File: src/rtl/btn_debounce.sv
// rtl/btn_debounce.sv - two-flop synchronizer, stability-qualified debouncer with edge strobes and bounce counter
module btn_debounce #(
    parameter int STABLE_CYCLES = 2_000_000,
    parameter int GLITCH_W      = 8
) (
    input  logic                clk_in,
    input  logic                rst,
    input  logic                btn_raw,
    output logic                btn_db,
    output logic                rise_pulse,
    output logic                fall_pulse,
    output logic [GLITCH_W-1:0] glitch_cnt
);

    localparam int CNT_W = $clog2(STABLE_CYCLES);

    localparam logic [1:0] ST_LOW   = 2'd0;
    localparam logic [1:0] CHK_HIGH = 2'd1;
    localparam logic [1:0] ST_HIGH  = 2'd2;
    localparam logic [1:0] CHK_LOW  = 2'd3;

    localparam logic [CNT_W-1:0]    CNT_LAST   = CNT_W'(STABLE_CYCLES - 1);
    localparam logic [GLITCH_W-1:0] GLITCH_MAX = '1;

    logic                sync1_q, sync2_q;
    logic [1:0]          state_q, state_d;
    logic [CNT_W-1:0]    cnt_q, cnt_d;
    logic                db_q, db_d;
    logic                rise_q, rise_d;
    logic                fall_q, fall_d;
    logic [GLITCH_W-1:0] glitch_q, glitch_d;
    logic                glitch_hit;

    always_comb begin
        state_d    = state_q;
        cnt_d      = cnt_q;
        rise_d     = 1'b0;
        fall_d     = 1'b0;
        glitch_hit = 1'b0;
        case (state_q)
            ST_LOW: begin
                if (sync2_q) begin
                    state_d = CHK_HIGH;
                    cnt_d   = '0;
                end
            end
            CHK_HIGH: begin
                if (!sync2_q) begin
                    state_d    = ST_LOW;
                    cnt_d      = '0;
                    glitch_hit = 1'b1;
                end else if (cnt_q == CNT_LAST) begin
                    state_d = ST_HIGH;
                    cnt_d   = '0;
                    rise_d  = 1'b1;
                end else begin
                    cnt_d = cnt_q + 1'b1;
                end
            end
            ST_HIGH: begin
                if (!sync2_q) begin
                    state_d = CHK_LOW;
                    cnt_d   = '0;
                end
            end
            default: begin
                if (sync2_q) begin
                    state_d    = ST_HIGH;
                    cnt_d      = '0;
                    glitch_hit = 1'b1;
                end else if (cnt_q == CNT_LAST) begin
                    state_d = ST_LOW;
                    cnt_d   = '0;
                    fall_d  = 1'b1;
                end else begin
                    cnt_d = cnt_q + 1'b1;
                end
            end
        endcase
        // Level follows the next state so btn_db and its strobe change on the same edge.
        db_d     = (state_d == ST_HIGH) || (state_d == CHK_LOW);
        glitch_d = (glitch_hit && (glitch_q != GLITCH_MAX)) ? glitch_q + 1'b1 : glitch_q;
    end

    always_ff @(posedge clk_in or posedge rst) begin
        if (rst) begin
            sync1_q  <= 1'b0;
            sync2_q  <= 1'b0;
            state_q  <= ST_LOW;
            cnt_q    <= '0;
            db_q     <= 1'b0;
            rise_q   <= 1'b0;
            fall_q   <= 1'b0;
            glitch_q <= '0;
        end else begin
            sync1_q  <= btn_raw;
            sync2_q  <= sync1_q;
            state_q  <= state_d;
            cnt_q    <= cnt_d;
            db_q     <= db_d;
            rise_q   <= rise_d;
            fall_q   <= fall_d;
            glitch_q <= glitch_d;
        end
    end

    assign btn_db     = db_q;
    assign rise_pulse = rise_q;
    assign fall_pulse = fall_q;
    assign glitch_cnt = glitch_q;

endmodule

File: config.mk
export PLATFORM = sky130hd
export DESIGN_NAME = btn_debounce
export DESIGN_NICKNAME = d
export VERILOG_FILES = /design/src/rtl/btn_debounce.sv
export SDC_FILE = /design/constraint.sdc
export NUM_CORES = 1
export LEC_CHECK = 0
export CAP_MARGIN = 10
export CELL_PAD_IN_SITES_DETAIL_PLACEMENT = 0
export CELL_PAD_IN_SITES_GLOBAL_PLACEMENT = 1
export CORE_ASPECT_RATIO = 0.9
export CORE_MARGIN = 8
export CORE_UTILIZATION = 44
export CTS_BUF_LIST = sky130_fd_sc_hd__clkbuf_16
export DETAILED_ROUTE_END_ITERATION = 8
export DONT_BUFFER_PORTS = 1
export GPL_TIMING_DRIVEN = 0
export HOLD_SLACK_MARGIN = 0.1
export PLACE_DENSITY_LB_ADDON = 0.1
export REMOVE_ABC_BUFFERS = 1
export SYNTH_ARGS = -nofsm -noshare
export SYNTH_HDL_FRONTEND = slang
export SYNTH_SLANG_ARGS = --single-unit
File: constraint.sdc
create_clock -name clk_in -period 1.9 [get_ports clk_in]
set_input_delay 0.38 -clock clk_in [delete_from_list [all_inputs] [get_ports clk_in]]
set_output_delay 0.38 -clock clk_in [all_outputs]
set_load 0.005 [all_outputs]
==> impl_metrics.json <==
{
  "via_per_inst": 5.87,
  "peakVddDrop_v": 0.000497,
  "path_max_fanout": 8,
  "p_comb_share_pct": 9.8,
  "tns_ns": 0,
  "seq_power_share_pct": 50.4,
  "start_util_pct": 45.0,
  "track_usage_pct": 12.7,
  "cp-start-kind": "register",
  "pre_cts_ws_ns": -0.284,
  "placement.io_buffers": 0,
  "rows": 22,
  "instances_no_fill": 245,
  "grt_pass1_wl_um": 6750,
  "dp_hpwl_um": 2690,
  "dieArea_um2": 6420,
  "drc": 0,
  "grt_max_degree": 15,
  "clkSinkCount": 36,
  "p_clk_share_pct": 39.7,
  "hold_start": "btn_raw",
  "fin_crit_ns": 1.86,
  "post-route-period-util_pct": 97.7,
  "syn_inst": 182,
  "leakage_uw": 0.000943,
  "dp.cells": 226,
  "critPathLaunch": "cnt_q[1]$_DFFE_PP0P_",
  "synth_area_um2": 1810,
  "seq_area_frac_synth_pct": 49.8,
  "drive_gt1_share_pct": 18.3,
  "routed_wl_um": 4100,
  "crit_required_ns": 2.06,
  "syn_avg_cell_area_um2": 9.93,
  "crit_type": "register to register",
  "syn_to_final_growth_pct": 19.9,
  "hold_viol_final": 0,
  "fmax_ghz": 0.539,
  "p_per_area_nw_per_um2": 862,
  "maxCapViolations": 0,
  "setup_viol": 0,
  "vias": 1437,
  "cts_tree": "built",
  "n_antenna_cell": 0,
  "power.switching_uw": 474,
  "reg2reg_from": "cnt_q[1]$_DFFE_PP0P_",
  "path_clk_slew_ns": 0.05,
  "grt_pass1_vias": 1362,
  "drtIter0Drc": 100,
  "cts_buffers": 5,
  "status": "finished, final reports clean",
  "cp.arrival_ns": 2.02,
  "cts_max_level": 2,
  "final_common_cell": "dfrtp_1",
  "cp-end-kind": "register",
  "final-max-slew-violation-count": 0,
  "nNetsFinal": 202,
  "core-area_um2": 4020,
  "antenna_left": 0,
  "tightestPinTransition_ns": 0.595,
  "antenna_found_initial": 0,
  "p_sw_share_pct": 25.4,
  "finalClockSkew_ns": 0.00316,
  "clockBufferDepth": 2,
  "min_path_type": "input pin to register",
  "clockRootBuffer": "clkbuf_16",
  "fin_util_pct": 54.0,
  "p_int_uw": 1390,
  "overflow": 0,
  "clk_latency_ns": 0.27,
  "drtPass1Iterations": 4,
  "slew-limit-headroom_pct": 60.3,
  "io_pins": 14,
  "dieWidth_um": 83.6,
  "fp.dieH_um": 76.8,
  "grt_setup_unrepaired": "yes",
  "final_cell_mix": "34 x dfrtp_1, 21 x nand2_1, 11 x nand3_1",
  "ys_seq_elements": 36,
  "wl_per_cell_um": 16.7,
  "ys_warn_count": 0,
  "yosysUniqueCellTypes": 41,
  "power_uw": 1870,
  "finalWorstSetupSlack_ns": 0.0437,
  "gp_congestion": 0.714
}
==> Yosys cell counts (all sizes together) <==
cell type / count / area, um^2
nor4: 1 / 21.3
o21ai: 8 / 40.0
ha: 2 / 25.0
xor2: 4 / 42.6
o22ai: 1 / 6.26
o211ai: 2 / 15.0
a21oi: 10 / 53.8
xnor2: 6 / 52.6
mux2i: 2 / 20.0
inv: 5 / 18.8
nor3: 8 / 40.0
mux2: 3 / 33.8
or4: 1 / 7.51
nor4b: 2 / 17.5
nor2: 9 / 33.8
nand2: 22 / 85.1
and3: 4 / 25.0
dfrtp: 36 / 901
and4: 2 / 17.5
o21bai: 2 / 15.0
nand2b: 3 / 18.8
o311ai: 1 / 8.76
clkbuf: 4 / 17.5
or3: 1 / 6.26
a31oi: 4 / 25.0
nand3: 13 / 70.1
and2: 1 / 6.26
buf: 2 / 15.0
a22o: 1 / 8.76
nor3b: 3 / 22.5
o41ai: 1 / 8.76
o211a: 1 / 10.0
a21o: 6 / 45.0
o21ba: 1 / 10.0
nand4: 9 / 56.3
o31ai: 1 / 7.51
==> flip-flops by register name (all words and copies together) (netlist names) <==
name        flops
cnt_q          21
glitch_cnt      8
state_q         2
btn_db          1
fall_pulse      1
rise_pulse      1
sync1_q         1
sync2_q         1
==> power by group through the flow <==
stage	clock network, uW	registers [uW]	logic, uW
global placement	0	944	144
detailed placement	0	955	159
CTS	760	941	172
floorplan	0	925	125
finish	743	942	183
global route	799	960	209
==> path summary, 6_finish.rpt <==
| kind | endpoint | slack [ns] | cells after the start |
|---|---|---|---|
| setup / recovery | cnt_q[20]$_DFFE_PP0P_ | 0.04 | 7 |
| hold / removal | sync1_q$_DFF_PP0_ | 0.14 | 0 |
| setup reg to reg | cnt_q[20]$_DFFE_PP0P_ | 0.04 | 7 |
| hold reg to reg | sync2_q$_DFF_PP0_ | 0.35 | 0 |
| max in group asynchronous | cnt_q[5]$_DFFE_PP0P_ | 0.68 | 4 |
| min in group asynchronous | cnt_q[18]$_DFFE_PP0P_ | 0.57 | 2 |
==> worst max-delay path, cell delays in order, from the launching register on <==
cell and delay [ns]:
dfrtp_2 0.40, ha_4 0.16, nand3_4 0.12, nor4_4 0.36, buf_4 0.20, a21oi_2 0.14, a21o_1 0.19, a21o_1 0.17
==> cell families (layout without fill, tap and decap cells) <==
family	count (synthesis)	in the layout	share of synthesized area, %
muxes	5	5	2.98
and+or+nand+nor	79	79	23.7
AOI/OAI and AO/OA	39	40	14.0
buffers and inverters	11	25	2.84
adders and majority gates	2	2	1.38
DFF	36	36	49.8
xor gates and xnor gates	10	10	5.26
==> layer usage <==
metal  track usage, %  share of wire, %
met1             16.0                47
met2             20.1                48
met3             4.65               4.5
met4             2.59              0.41
met5                0                 0
==> per-stage QoR <==
step | area [um^2] | hold WS (ns)
final | 2170 | 0.137
after global routing | 2170 | 0.121
after CTS | 2060 | 0.130
after detailed placement | 1870 | 0.321
after global placement | 1840 | 0.338
after floorplan | 1780 | 0.331
==> layout make-up <==
| cell class | count | area [um^2] |
|---|---|---|
| sequential | 36 | 903 |
| fill | 358 | 1850 |
| inverter | 5 | 18.8 |
| clock inverter | 2 | 7.51 |
| multi-input combinational | 136 | 931 |
| clock buffer | 5 | 125 |
| timing repair buffer | 13 | 123 |
| tap | 48 | 60.1 |
==> what timing repair did <==
item / in CTS / in global routing
endpoints found under the setup margin: 21 / 22
gates cloned: 1 / 0
resized for setup: 4 / 14
pin swaps: 2 / 7
hold endpoints to repair: 11 / 0
hold buffers: 1 / 0
buffers inserted: 4 / 6
Power figures use the tool's default switching activity.
